===== src/rtl/uart_hs_serdes.sv =====
// 8N1 serial engine with 4-phase req/ack byte handshakes, all logic on sys_clk.
// Optional macro UART_HS_RX_HOLD_EN adds a one-byte RX holding register for overrun absorption.
//
// TX state | meaning
// TX_IDLE  | line high, waiting for a synchronised send request
// TX_START | start bit (low) for DIV cycles
// TX_DATA  | 8 data bits, LSB first, DIV cycles each
// TX_STOP  | stop bit (high) for DIV cycles
// TX_ACK   | send_ack held until the request is withdrawn
//
// RX state | meaning
// RX_IDLE  | waiting for a falling edge on the synchronised line
// RX_START | half-bit wait, then start-bit validation
// RX_DATA  | 8 centre samples, LSB first
// RX_STOP  | stop-bit centre sample
// RX_BREAK | framing error, waiting for the line to return high

module uart_hs_serdes #(
   parameter int CLK_FREQ = 50000000,
   parameter int BAUD     = 115200
) (
   input  logic       sys_clk,
   input  logic       sys_rst_n,
   input  logic       uart_rxd,
   output logic       uart_txd,
   output logic       uart_rec_req,
   input  logic       uart_rec_ack,
   output logic [7:0] uart_data_out,
   input  logic       uart_send_req,
   output logic       uart_send_ack,
   input  logic [7:0] uart_data_in
);

   localparam int DIV  = CLK_FREQ / BAUD;
   localparam int HALF = DIV / 2;
   localparam int CW   = $clog2(DIV);
   localparam logic [CW-1:0] CNT_LAST = CW'(DIV - 1);
   localparam logic [CW-1:0] CNT_HALF = CW'(HALF - 1);

   typedef enum logic [2:0] {TX_IDLE, TX_START, TX_DATA, TX_STOP, TX_ACK} tx_state_t;
   typedef enum logic [2:0] {RX_IDLE, RX_START, RX_DATA, RX_STOP, RX_BREAK} rx_state_t;
   typedef enum logic [1:0] {DLV_NONE, DLV_REQ, DLV_WAIT} dlv_state_t;

   logic [1:0] rxd_sync_q, sreq_sync_q, rack_sync_q;
   logic       rxd_prev_q;
   logic       rxd_s, sreq_s, rack_s, rxd_fall;

   always_ff @(posedge sys_clk or negedge sys_rst_n) begin
      if (!sys_rst_n) begin
         rxd_sync_q  <= 2'b11;
         sreq_sync_q <= 2'b00;
         rack_sync_q <= 2'b00;
         rxd_prev_q  <= 1'b1;
      end else begin
         rxd_sync_q  <= {rxd_sync_q[0], uart_rxd};
         sreq_sync_q <= {sreq_sync_q[0], uart_send_req};
         rack_sync_q <= {rack_sync_q[0], uart_rec_ack};
         rxd_prev_q  <= rxd_s;
      end
   end

   assign rxd_s    = rxd_sync_q[1];
   assign sreq_s   = sreq_sync_q[1];
   assign rack_s   = rack_sync_q[1];
   assign rxd_fall = rxd_prev_q & ~rxd_s;

   // ---------------- transmitter ----------------
   tx_state_t     tx_state_q, tx_state_d;
   logic [CW-1:0] tx_cnt_q, tx_cnt_d;
   logic [2:0]    tx_bit_q, tx_bit_d;
   logic [7:0]    tx_shift_q, tx_shift_d;
   logic          txd_q, txd_d, sack_q, sack_d;

   always_ff @(posedge sys_clk or negedge sys_rst_n) begin
      if (!sys_rst_n) begin
         tx_state_q <= TX_IDLE;
         tx_cnt_q   <= '0;
         tx_bit_q   <= '0;
         tx_shift_q <= '0;
         txd_q      <= 1'b1;
         sack_q     <= 1'b0;
      end else begin
         tx_state_q <= tx_state_d;
         tx_cnt_q   <= tx_cnt_d;
         tx_bit_q   <= tx_bit_d;
         tx_shift_q <= tx_shift_d;
         txd_q      <= txd_d;
         sack_q     <= sack_d;
      end
   end

   always_comb begin
      tx_state_d = tx_state_q;
      tx_cnt_d   = tx_cnt_q;
      tx_bit_d   = tx_bit_q;
      tx_shift_d = tx_shift_q;
      case (tx_state_q)
         TX_IDLE: begin
            tx_cnt_d = '0;
            tx_bit_d = '0;
            if (sreq_s && !sack_q) begin
               tx_shift_d = uart_data_in;
               tx_state_d = TX_START;
            end
         end
         TX_START: begin
            if (tx_cnt_q == CNT_LAST) begin
               tx_cnt_d   = '0;
               tx_state_d = TX_DATA;
            end else begin
               tx_cnt_d = tx_cnt_q + CW'(1);
            end
         end
         TX_DATA: begin
            if (tx_cnt_q == CNT_LAST) begin
               tx_cnt_d   = '0;
               tx_shift_d = {1'b0, tx_shift_q[7:1]};
               if (tx_bit_q == 3'd7) tx_state_d = TX_STOP;
               else                  tx_bit_d   = tx_bit_q + 3'd1;
            end else begin
               tx_cnt_d = tx_cnt_q + CW'(1);
            end
         end
         TX_STOP: begin
            if (tx_cnt_q == CNT_LAST) begin
               tx_cnt_d   = '0;
               tx_state_d = TX_ACK;
            end else begin
               tx_cnt_d = tx_cnt_q + CW'(1);
            end
         end
         TX_ACK:  if (!sreq_s) tx_state_d = TX_IDLE;
         default: tx_state_d = TX_IDLE;
      endcase
   end

   // Ack drops in the same cycle the FSM leaves TX_ACK, giving 3-cycle release.
   always_comb begin
      txd_d  = 1'b1;
      sack_d = 1'b0;
      case (tx_state_q)
         TX_START: txd_d  = 1'b0;
         TX_DATA:  txd_d  = tx_shift_q[0];
         TX_ACK:   sack_d = sreq_s;
         default:  txd_d  = 1'b1;
      endcase
   end

   // ---------------- receiver ----------------
   rx_state_t     rx_state_q, rx_state_d;
   logic [CW-1:0] rx_cnt_q, rx_cnt_d;
   logic [2:0]    rx_bit_q, rx_bit_d;
   logic [7:0]    rx_shift_q, rx_shift_d;
   logic          rx_done;

   always_ff @(posedge sys_clk or negedge sys_rst_n) begin
      if (!sys_rst_n) begin
         rx_state_q <= RX_IDLE;
         rx_cnt_q   <= '0;
         rx_bit_q   <= '0;
         rx_shift_q <= '0;
      end else begin
         rx_state_q <= rx_state_d;
         rx_cnt_q   <= rx_cnt_d;
         rx_bit_q   <= rx_bit_d;
         rx_shift_q <= rx_shift_d;
      end
   end

   always_comb begin
      rx_state_d = rx_state_q;
      rx_cnt_d   = rx_cnt_q;
      rx_bit_d   = rx_bit_q;
      rx_shift_d = rx_shift_q;
      case (rx_state_q)
         RX_IDLE: begin
            rx_cnt_d = '0;
            rx_bit_d = '0;
            if (rxd_fall) rx_state_d = RX_START;
         end
         RX_START: begin
            if (rx_cnt_q == CNT_HALF) begin
               rx_cnt_d   = '0;
               rx_state_d = rxd_s ? RX_IDLE : RX_DATA;
            end else begin
               rx_cnt_d = rx_cnt_q + CW'(1);
            end
         end
         RX_DATA: begin
            if (rx_cnt_q == CNT_LAST) begin
               rx_cnt_d   = '0;
               rx_shift_d = {rxd_s, rx_shift_q[7:1]};
               if (rx_bit_q == 3'd7) rx_state_d = RX_STOP;
               else                  rx_bit_d   = rx_bit_q + 3'd1;
            end else begin
               rx_cnt_d = rx_cnt_q + CW'(1);
            end
         end
         RX_STOP: begin
            if (rx_cnt_q == CNT_LAST) begin
               rx_cnt_d   = '0;
               rx_state_d = rxd_s ? RX_IDLE : RX_BREAK;
            end else begin
               rx_cnt_d = rx_cnt_q + CW'(1);
            end
         end
         RX_BREAK: if (rxd_s) rx_state_d = RX_IDLE;
         default:  rx_state_d = RX_IDLE;
      endcase
   end

   always_comb begin
      rx_done = (rx_state_q == RX_STOP) && (rx_cnt_q == CNT_LAST) && rxd_s;
   end

   // ---------------- delivery handshake ----------------
   dlv_state_t dlv_q, dlv_d;
   logic       req_q, req_d;
   logic [7:0] dout_q, dout_d;
   logic       take_rx;
`ifdef UART_HS_RX_HOLD_EN
   logic [7:0] hold_q, hold_d;
   logic       hold_full_q, hold_full_d;

   always_ff @(posedge sys_clk or negedge sys_rst_n) begin
      if (!sys_rst_n) begin
         hold_q      <= '0;
         hold_full_q <= 1'b0;
      end else begin
         hold_q      <= hold_d;
         hold_full_q <= hold_full_d;
      end
   end

   assign take_rx = rx_done && (dlv_q == DLV_NONE) && !hold_full_q;
`else
   assign take_rx = rx_done && (dlv_q == DLV_NONE);
`endif

   always_ff @(posedge sys_clk or negedge sys_rst_n) begin
      if (!sys_rst_n) begin
         dlv_q  <= DLV_NONE;
         req_q  <= 1'b0;
         dout_q <= '0;
      end else begin
         dlv_q  <= dlv_d;
         req_q  <= req_d;
         dout_q <= dout_d;
      end
   end

   always_comb begin
      dlv_d  = dlv_q;
      req_d  = req_q;
      dout_d = dout_q;
`ifdef UART_HS_RX_HOLD_EN
      hold_d      = hold_q;
      hold_full_d = hold_full_q;
`endif
      case (dlv_q)
         DLV_NONE: begin
`ifdef UART_HS_RX_HOLD_EN
            if (hold_full_q) begin
               dout_d      = hold_q;
               req_d       = 1'b1;
               dlv_d       = DLV_REQ;
               hold_full_d = 1'b0;
            end else
`endif
            if (take_rx) begin
               dout_d = rx_shift_q;
               req_d  = 1'b1;
               dlv_d  = DLV_REQ;
            end
         end
         DLV_REQ: begin
            if (rack_s) begin
               req_d = 1'b0;
               dlv_d = DLV_WAIT;
            end
         end
         DLV_WAIT: if (!rack_s) dlv_d = DLV_NONE;
         default:  dlv_d = DLV_NONE;
      endcase
`ifdef UART_HS_RX_HOLD_EN
      // A full hold is only refilled when it is being emptied this cycle; otherwise the newest byte is lost.
      if (rx_done && !take_rx && (!hold_full_q || dlv_q == DLV_NONE)) begin
         hold_d      = rx_shift_q;
         hold_full_d = 1'b1;
      end
`endif
   end

   assign uart_txd      = txd_q;
   assign uart_send_ack = sack_q;
   assign uart_rec_req  = req_q;
   assign uart_data_out = dout_q;

endmodule


===== config.mk =====
export PLATFORM = sky130hd
export DESIGN_NAME = uart_hs_serdes
export DESIGN_NICKNAME = d
export VERILOG_FILES = /design/src/rtl/uart_hs_serdes.sv
export SDC_FILE = /design/constraint.sdc
export NUM_CORES = 1
export LEC_CHECK = 0
export CAP_MARGIN = 20
export CORE_MARGIN = 2
export CORE_UTILIZATION = 44
export DETAILED_ROUTE_END_ITERATION = 7
export MAX_ROUTING_LAYER = met4
export PLACE_DENSITY_LB_ADDON = 0.12
export SLEW_MARGIN = 5
export SYNTH_ARGS = -nofsm -noshare
export SYNTH_HDL_FRONTEND = slang
export SYNTH_SLANG_ARGS = --single-unit

===== constraint.sdc =====
create_clock -name sys_clk -period 2.25 [get_ports sys_clk]
set_clock_uncertainty 0.05 [all_clocks]
set_input_delay 0.3375 -clock sys_clk [delete_from_list [all_inputs] [get_ports sys_clk]]
set_output_delay 0.3375 -clock sys_clk [all_outputs]
set_load 0.005 [all_outputs]

==> results of run 1 <==
stage by stage:
step | util | power [mW] | setup WS, ns | hold slack [ns] | instance area (µm²)
6_report | 0.5354 | 3.148 | 0.2582 | 0.3093 | 3821
5_1_grt | 0.5354 | 3.352 | 0.1500 | 0.3244 | 3821
2_1_floorplan | - | 1.872 | 0.4329 | -0.008091 | 3196
3_5_place_dp | 0.5026 | 2.056 | 0.2564 | 0.2607 | 3587
3_3_place_gp | 0.5026 | 2.047 | 0.2957 | 0.2598 | 3587
4_1_cts | 0.5354 | 3.195 | 0.2600 | 0.3116 | 3821
placed cells by master (no fill, tap or decap), types with 4 or more instances in the layout:
cell	count
clkbuf_8	9
inv_1	9
a21oi_1	4
nor2_1	12
nand2_1	29
a22o_1	5
xnor2_1	4
mux2_4	8
dfstp_2	4
mux2i_1	6
ha_1	9
nand3_1	8
clkdlybuf4s50_1	22
o31ai_1	4
mux2_2	23
nor3_1	6
buf_4	11
dfrtp_1	62
o21ai_0	18
cell families after synthesis:
family / Yosys count / synth area share
compound gates: 52 / 0.1081
simple gates: 88 / 0.1543
fa+ha+maj: 9 / 0.03524
xor+xnor: 5 / 0.01370
buf+inv: 20 / 0.02936
flops: 66 / 0.5184
mux: 38 / 0.1410
synth_stat cells, drive strengths merged, types with 2 or more instances:
library cell   n  area share
mux2i          6       0.019
and3           2      0.0039
nand2         29       0.034
nand3          8       0.013
a21oi          6       0.012
clkbuf         7      0.0090
nand4          3      0.0059
nor2b          3      0.0059
and4           2      0.0055
buf            4      0.0098
a21o           2      0.0047
nor3           7       0.014
and2           2      0.0039
mux2          32        0.12
nor2          14       0.020
dfrtp         62        0.49
or3            2      0.0039
a211oi         3      0.0070
or2            3      0.0059
o22ai          3      0.0059
xnor2          4       0.011
nand4b         2      0.0055
o21a           2      0.0047
nor3b          2      0.0047
nor4b          3       0.013
o31ai          4      0.0094
dfstp          4       0.033
ha             9       0.035
o211ai         3      0.0070
o21ai         18       0.028
inv            9       0.011
a22o           5       0.014
flip-flops by register name (all words and copies together), names as in the netlist:
| name | count |
|---|---|
| dlv_q | 2 |
| rack_sync_q | 2 |
| rx_bit_q | 3 |
| rx_cnt_q | 9 |
| rx_shift_q | 8 |
| rx_state_q | 3 |
| rxd_prev_q | 1 |
| rxd_sync_q | 2 |
| sreq_sync_q | 2 |
| tx_bit_q | 3 |
| tx_cnt_q | 9 |
| tx_shift_q | 8 |
| tx_state_q | 3 |
| uart_data_out | 8 |
| uart_rec_req | 1 |
| uart_send_ack | 1 |
| uart_txd | 1 |
final timing paths:
kind,to,slack [ns]
worst max-delay path,uart_data_out[7],0.26
worst min-delay path,rack_sync_q[1],0.31
worst max register to register,uart_data_out[7],0.26
worst min register to register,rack_sync_q[1],0.31
max in group asynchronous,uart_txd,1.08
min in group asynchronous,rx_cnt_q[3],0.41
layout make-up:
cell class,instances,area [µm²]
clock buffer,9,123.9
clock inverter,7,100.1
fill,639,3316
inverter,9,33.78
multi-input combinational,192,1445
sequential,66,1657
tap,99,123.9
timing repair buffer,36,337.8
power breakdown:
group          leakage (nW)  total (mW)  switching (mW)  internal [mW]
combinational         0.707       0.574           0.305          0.269
sequential            0.875        1.46           0.125           1.33
clock                 0.114        1.12           0.484          0.633
total                  1.70        3.15           0.914           2.23
routing by layer:
layer / GRT usage / routed length, µm / up-vias
met2: 0.2377 / 2537 / 27
li1: - / - / 1069
met3: 0.03601 / 125 / 12
met1: 0.2190 / 2740 / 1025
met5: - / 0 / -
met4: 0.09091 / 138 / 0
==> summary.txt, run 1 <==
Status
  • Status: completed

CTS
  • CTS tree: done
  • H-tree levels: 3
  • Post-CTS sizing: 0
  • Skew-Pair Late Insertion Delay: around 0.34 ns
  • Hold-fix buffers, CTS: 1
  • Clock sink total: 66
  • Clk buf depth: 2
  • Clock root buffer: clkbuf_8
  • Clock slew at reported path FFs: about 0.08 ns
  • Num CTS Buffers: 9
  • Setup bufs post-CTS: 0

Route
  • Drt pass-1 iters: 4
  • Drc violations: 0
  • Routed WL: 5.541 mm
  • Avg WL per Cell: between 10 and 15 µm
  • 1st-iter DRT viols: 56
  • Vias/cell: 5.103
  • Vias: 2133
  • Post-route ant nets: 0

Synthesis
  • Post-synth top flop: dfrtp_1
  • Yosys cell types: 56
  • Register bit total from synthesis: 66
  • Syn_area_per_cell: 11.49 µm²
  • Cell area after synthesis: 0.003196 mm²
  • Post-synthesis async set-or-reset flop share: 1.000
  • Warnings, synthesis: 0
  • Mapped Cells: approximately 280
  • Post-synthesis sequential area ratio: 0.5184
  • Syn nets: 300
  • EDFF count, synth: 0

Worst setup path
  • Crit path DAT: 2.17 ns
  • Slowest stage delay, CP: 0.41 ns
  • CP required: between 2 and 2.5 ns
  • Crit path kind: flip-flop to flip-flop
  • Crit Path Max Fanout: 9
  • Buf/Inv on CP: 1
  • Instance count on the critical path: 6
  • CP endpoint kind: flip-flop
  • CP startpoint: rx_cnt_q[1]
  • Crit-path leading delay family: simple AND/OR/NAND/NOR gates
  • Reg2Reg Depth: 6
  • Slowest cell on the critical path: dfrtp_1
  • Worst path cell trace: inv_1 -> ha_1 -> nand4b_1 -> or2_1 -> nor3_4 -> mux2_2
  • Reg2reg start: rx_cnt_q[1]
  • Startpoint types: flip-flop

STA
  • Max-slew violation count: 0
  • Setup tns final: 0 ns
  • Worst Tran Pin Value: 0.4503 ns
  • Slew HR: 0.6988
  • F_max: 0.5021 GHz
  • RSZ-0062 raised after global routing: false
  • Final period util: 0.8852
  • Hold Vio Cnt, Final: 0
  • Period minus WS final: 1.992 ns
  • Final setup violation count: 0

Finish
  • Layout cells sized above 1: 0.2320
  • ANT cells: 0
  • Finished Layout Cells: 418
  • Final Net Count: 336
  • Area delta synth->final: 19.58%

Global route
  • Overall routing resource usage: 0.1660
  • Vias in the first global route: 2068
  • First-pass GRT wire length: between 9 and 10 mm
  • GRT Residual Overflow: 0
  • Largest net degree at the start of global routing: 23
  • Initial antenna violation count: 0

Worst hold path
  • Worst hold path depth: 0
  • Worst hold path class: flip-flop to flip-flop
  • Worst Hold Launch: rack_sync_q[0]

Power and ir drop
  • Cell Pwr Density: 823.8 mW/mm²
  • VDD IR max: 0.3676 mV
  • Leakage: between 1.5 and 2 nW

Die
  • Die Y: 89.22 µm
  • # rows: 31
  • Io pins: 24
  • Initial Utilization: 0.4478
  • Core ar.: 0.007137 mm²
  • Full die area: 0.007960 mm²
  • Die X: 89.22 µm

Flow run
  • MaxCap Viol Count: 0

Place
  • IO Port Bufs: 23
  • GP Congestion: 0.8092
  • Hpwl dp: ~4 mm
  • Dpl cells: between 400 and 500
Note: power is estimated with default switching activity, not from simulation.
==> run 2: changes to the inputs <==
- CTS_BUF_LIST: not set -> sky130_fd_sc_hd__clkbuf_16
- RECOVER_POWER: not set -> 100
==> summary.txt, run 2 (synthesis gave the netlist of run 1 again) <==
Finish
  • ANT cells: 0 (unchanged)
  • Biggest regs: rx_cnt_q: 9 flops, tx_cnt_q: 9 flops
  • Final Net Count: 336 (unchanged)
  • Area delta synth->final: 20.99%
  • Area of the multi-input gates: 0.001419 mm² (-1.8%)
  • Fillers: 634 (-0.78%)
  • Storage cell area: 0.001657 mm² (unchanged)
  • Layout cells sized above 1: 0.1944 (-0.03762)
  • Commonest non-fill, non-tap cell in the layout: dfrtp_1
  • Most frequent cells in the layout: dfrtp_1, nand2_1, mux2_2

Global route
  • GRT Residual Overflow: 0 (unchanged)
  • Vias in the first global route: 2090 (+1.1%)
  • Initial antenna violation count: 0 (unchanged)
  • Largest net degree at the start of global routing: 23 (unchanged)
  • First-pass GRT wire length: 9.811 mm (+0.56%)
  • Overall routing resource usage: 0.1638 (-0.002200)

Place
  • Hpwl dp: 3.987 mm (unchanged)
  • IO Port Bufs: 23 (unchanged)
  • GP Congestion: 0.8092 (unchanged)

STA
  • Final setup violation count: 0 (unchanged)
  • Final period util: 0.9009 (+0.01567)
  • Hold Vio Cnt, Final: 0 (unchanged)
  • Worst Tran Pin Value: 0.9946 ns (+0.5443 ns)
  • Max-slew violation count: 0 (unchanged)
  • F_max: 0.4933 GHz (-1.7%)
  • Slew HR: 0.3369 (-0.3619)
  • RSZ-0062 raised after global routing: false
  • Setup tns final: 0 ns (unchanged)
  • Period minus WS final: 2.027 ns (+0.03526 ns)

Worst hold path
  • Worst hold path class: flip-flop to flip-flop
  • Worst Hold Launch: rack_sync_q[0]

Die
  • Io pins: 24 (unchanged)
  • Full die area: 0.007960 mm² (unchanged)
  • Die Y: 89.22 µm (unchanged)
  • Initial Utilization: 0.4478 (unchanged)
  • Core ar.: 0.007137 mm² (unchanged)
  • # rows: 31 (unchanged)
  • Die X: 89.22 µm (unchanged)

CTS
  • Num CTS Buffers: 9 (unchanged)
  • Clock root buffer: clkbuf_16
  • Skew-Pair Late Insertion Delay: 0.33 ns (about the same)
  • Setup bufs post-CTS: 0 (unchanged)
  • Clk buf depth: 2 (unchanged)
  • Clock slew at reported path FFs: 0.06 ns (-0.02 ns)
  • CTS tree: done
  • Clock sink total: 66 (unchanged)
  • Post-CTS sizing: 0 (unchanged)
  • H-tree levels: 3 (unchanged)

Worst setup path
  • CP required: 2.41 ns (-0.02 ns)
  • Crit Path Max Fanout: 9 (unchanged)
  • Slowest stage delay, CP: 0.41 ns (about the same)
  • Buf/Inv on CP: 1 (unchanged)
  • CP endpoint kind: flip-flop
  • Crit path kind: flip-flop to flip-flop
  • CP startpoint: rx_cnt_q[1]
  • Crit path DAT: 2.19 ns (+0.02 ns)
  • Startpoint types: flip-flop
  • Reg2reg start: rx_cnt_q[1]
  • Crit-path leading delay family: simple AND/OR/NAND/NOR gates
  • Slowest cell on the critical path: dfrtp_1
  • Worst path cell trace: inv_1 -> ha_1 -> nand4b_1 -> or2_0 -> nor3_4 -> mux2_2

Route
  • Drt pass-1 iters: 5 (+1)
  • Avg WL per Cell: 13.35 µm (+0.72%)
  • Vias: 2161 (+1.3%)
  • Drc violations: 0 (unchanged)
  • Routed WL: 5.581 mm (+0.72%)
  • Vias/cell: 5.170 (+1.3%)
  • 1st-iter DRT viols: 66 (+18%)
  • Post-route ant nets: 0 (unchanged)

Power and ir drop
  • Cell Pwr Density: 914.4 mW/mm² (+11%)
  • Tot Pwr: 3.535 mW (+12%)
  • Leakage: 1.739 nW (+2.5%)
  • VDD IR max: 0.4636 mV (+26%)

Status
  • Status: completed

Flow run
  • MaxCap Viol Count: 0 (unchanged)
-- run 2: changes by cell type in the layout (fill, tap and decap cells not counted), sizes merged --
cell,previous run,this run
buf,13,7
dlygate4sd3,1,15
clkdlybuf4s50,22,8
clkbuf,9,15
-- run 2: timing repair --
item | 4_1_cts | 5_1_grt
setup endpoints to repair | 0 | 0
hold buffers | 1 | 0
hold endpoints to repair | 14 | 0
-- run 2: through the flow --
| step | instances | hold WS (ns) | instance area, µm² | utilization | setup slack, ns |
|---|---|---|---|---|---|
| global route | 418 | 0.3189 | 3866 | 0.5417 | 0.1167 |
| global placement | 401 | 0.2598 | 3587 | 0.5026 | 0.2957 |
| CTS | 418 | 0.3092 | 3923 | 0.5496 | 0.2474 |
| finish | 418 | 0.3042 | 3866 | 0.5417 | 0.2229 |
| floorplan | 278 | -0.008091 | 3196 | - | 0.4329 |
| detailed placement | 401 | 0.2607 | 3587 | 0.5026 | 0.2564 |
-- run 2: cell type report --
class                   count  share of cell area
inverters                   9            0.008738
multi-input cells         192              0.3670
clock buffers               9             0.05825
well taps                  99             0.03204
repair buffers             36             0.07961
flip-flops and latches     66              0.4285
clock inverters             7             0.02589
-- run 2: worst paths after layout --
check	endpoint	slack (ns)	cells past startpoint
min	rack_sync_q[1]	0.30	0
min in group asynchronous	rx_cnt_q[3]	0.64	2
min reg2reg	rack_sync_q[1]	0.30	0
max in group asynchronous	rx_shift_q[6]	0.43	3
max	uart_data_out[3]	0.22	6
max reg2reg	uart_data_out[3]	0.22	6
-- run 2: where the power goes --
part           switching (mW)  internal [mW]  total, mW
registers               0.125           1.33       1.46
logic                   0.306          0.258      0.565
clock network           0.533          0.979       1.51
total                   0.965           2.57       3.54
-- run 2: routing by layer --
metal  vias up  global-route usage  part of all wire  wire (µm)
met5         -                   -                 0          0
met4         0             0.07463             0.019        105
met3         9             0.03047             0.021        119
met2        29              0.2411              0.46       2568
met1      1046              0.2202              0.50       2787
li1       1077                   -                 -          -
==> run 3: changes to the inputs <==
- CTS_CLUSTER_DIAMETER: not set -> 40
- MAX_ROUTING_LAYER: met4 -> not set
==> summary.txt, run 3 (synthesis gave the netlist of run 1 again) <==
Power and ir drop
  • Cell Pwr Density: 914.4 mW/mm² (unchanged)
  • VDD IR max: 0.4636 mV (unchanged)
  • Tot Pwr: 3.535 mW (unchanged)
  • Leakage: 1.739 nW (unchanged)

Worst setup path
  • Startpoint types: flip-flop
  • Worst path cell trace: inv_1 -> ha_1 -> nand4b_1 -> or2_0 -> nor3_4 -> mux2_2
  • Buf/Inv on CP: 1 (unchanged)
  • Crit path kind: flip-flop to flip-flop
  • Slowest cell on the critical path: dfrtp_1
  • CP endpoint kind: flip-flop
  • CP required: 2.41 ns (about the same)
  • Crit-path leading delay family: simple AND/OR/NAND/NOR gates
  • Crit path DAT: 2.19 ns (about the same)
  • Slowest stage delay, CP: 0.41 ns (about the same)
  • Crit Path Max Fanout: 9 (unchanged)

STA
  • Setup tns final: 0 ns (unchanged)
  • Final period util: 0.9009 (unchanged)
  • Slew HR: 0.3369 (unchanged)
  • RSZ-0062 raised after global routing: false
  • F_max: 0.4933 GHz (unchanged)
  • Period minus WS final: 2.027 ns (unchanged)
  • Max-slew violation count: 0 (unchanged)
  • Fin Hold WS: 0.3042 ns (unchanged)
  • Worst Tran Pin Value: 0.9946 ns (unchanged)
  • Final setup margin: 0.2229 ns (unchanged)
  • Hold Vio Cnt, Final: 0 (unchanged)
  • Final setup violation count: 0 (unchanged)

Route
  • Routed length on met1: 2.781 mm (-0.22%)
  • Vias/cell: 5.170 (unchanged)
  • Post-route ant nets: 0 (unchanged)
  • Vias: 2161 (unchanged)
  • Avg WL per Cell: 13.35 µm (unchanged)
  • Drc violations: 0 (unchanged)
  • Drt pass-1 iters: 5 (unchanged)
  • Routed WL: 5.581 mm (unchanged)
  • Max Used Layer: met4
  • Met2 WL: 2.568 mm (unchanged)
  • Routed wl met3: 125 µm (+5.0%)
  • 1st-iter DRT viols: 68 (+3.0%)

CTS
  • H-tree levels: 3 (unchanged)
  • Num CTS Buffers: 9 (unchanged)
  • Clk buf depth: 2 (unchanged)
  • Clock slew at reported path FFs: 0.06 ns (about the same)
  • Setup bufs post-CTS: 0 (unchanged)
  • Skew-Pair Late Insertion Delay: 0.33 ns (about the same)
  • Clock root buffer: clkbuf_16
  • Clock sink total: 66 (unchanged)
  • CTS tree: done
  • Post-CTS sizing: 0 (unchanged)

Finish
  • ANT cells: 0 (unchanged)
  • Fin util: 0.5417 (unchanged)
  • Area delta synth->final: 20.99% (unchanged)
  • Finished Layout Cells: 418 (unchanged)
  • Storage cell area: 0.001657 mm² (unchanged)
  • Area of the multi-input gates: 0.001419 mm² (unchanged)
  • Fillers: 634 (unchanged)
  • Final Net Count: 336 (unchanged)
  • Biggest regs: rx_cnt_q: 9 flops, tx_cnt_q: 9 flops
  • Post-route design area: 0.003866 mm² (unchanged)
  • Layout cells sized above 1: 0.1944 (unchanged)
  • Most frequent cells in the layout: dfrtp_1, nand2_1, mux2_2
  • Commonest non-fill, non-tap cell in the layout: dfrtp_1

Global route
  • Initial antenna violation count: 0 (unchanged)
  • GRT Residual Overflow: 0 (unchanged)
  • Largest net degree at the start of global routing: 23 (unchanged)
  • Overall routing resource usage: 0.1589 (-0.004896)
  • First-pass GRT wire length: 9.811 mm (unchanged)
  • Vias in the first global route: 2090 (unchanged)

Status
  • Status: completed

Place
  • Dpl cells: 401 (unchanged)
  • Placed instance area: 0.003587 mm² (unchanged)
  • IO Port Bufs: 23 (unchanged)
  • GP Congestion: 0.7978 (-1.4%)
  • Pre-CTS WS: 0.2564 ns (unchanged)
  • Hpwl dp: 3.987 mm (unchanged)

Die
  • Io pins: 24 (unchanged)
  • Full die area: 0.007960 mm² (unchanged)
  • Initial Utilization: 0.4478 (unchanged)
  • Core ar.: 0.007137 mm² (unchanged)
  • Die Y: 89.22 µm (unchanged)
  • Die X: 89.22 µm (unchanged)
  • # rows: 31 (unchanged)

Worst hold path
  • Worst hold path class: flip-flop to flip-flop

Flow run
  • MaxCap Viol Count: 0 (unchanged)
==> run 3: cell counts in the layout (fill, tap and decap cells not counted) <==
Identical to the previous run, type by type.
==> run 3: path summary, 6_finish.rpt <==
check,from,to,slack (ns),cells after the start
max in group asynchronous,sys_rst_n,rx_shift_q[6],0.43,3
worst min-delay path,rack_sync_q[0],rack_sync_q[1],0.30,0
worst min register to register,rack_sync_q[0],rack_sync_q[1],0.30,0
min in group asynchronous,sys_rst_n,rx_cnt_q[3],0.64,2
worst max register to register,rx_cnt_q[1],uart_data_out[3],0.22,6
worst max-delay path,rx_cnt_q[1],uart_data_out[3],0.22,6
==> run 3: what timing repair did <==
action / in CTS / in global routing
hold endpoints to repair: 14 / 0
setup endpoints to repair: 0 / 0
hold buffers: 1 / 0
==> run 3: cell type report <==
cell class                      count  share of cell area
Clock buffer                        9             0.05825
Clock inverter                      7             0.02589
Inverter                            9            0.008738
Multi-Input combinational cell    192              0.3670
Sequential cell                    66              0.4285
Tap cell                           99             0.03204
Timing Repair Buffer               36             0.07961
==> run 3: where the power goes <==
part	leakage [nW]	internal [mW]	total, mW	switching [mW]
logic	0.704	0.258	0.565	0.306
registers	0.875	1.33	1.46	0.125
clock network	0.160	0.979	1.51	0.533
==> run 3: metal layers <==
metal / GRT usage / vias up
li1: - / 1077
met1: 0.2196 / 1046
met2: 0.2411 / 29
met3: 0.03139 / 9
met4: 0.07463 / 0
met5: 0 / -
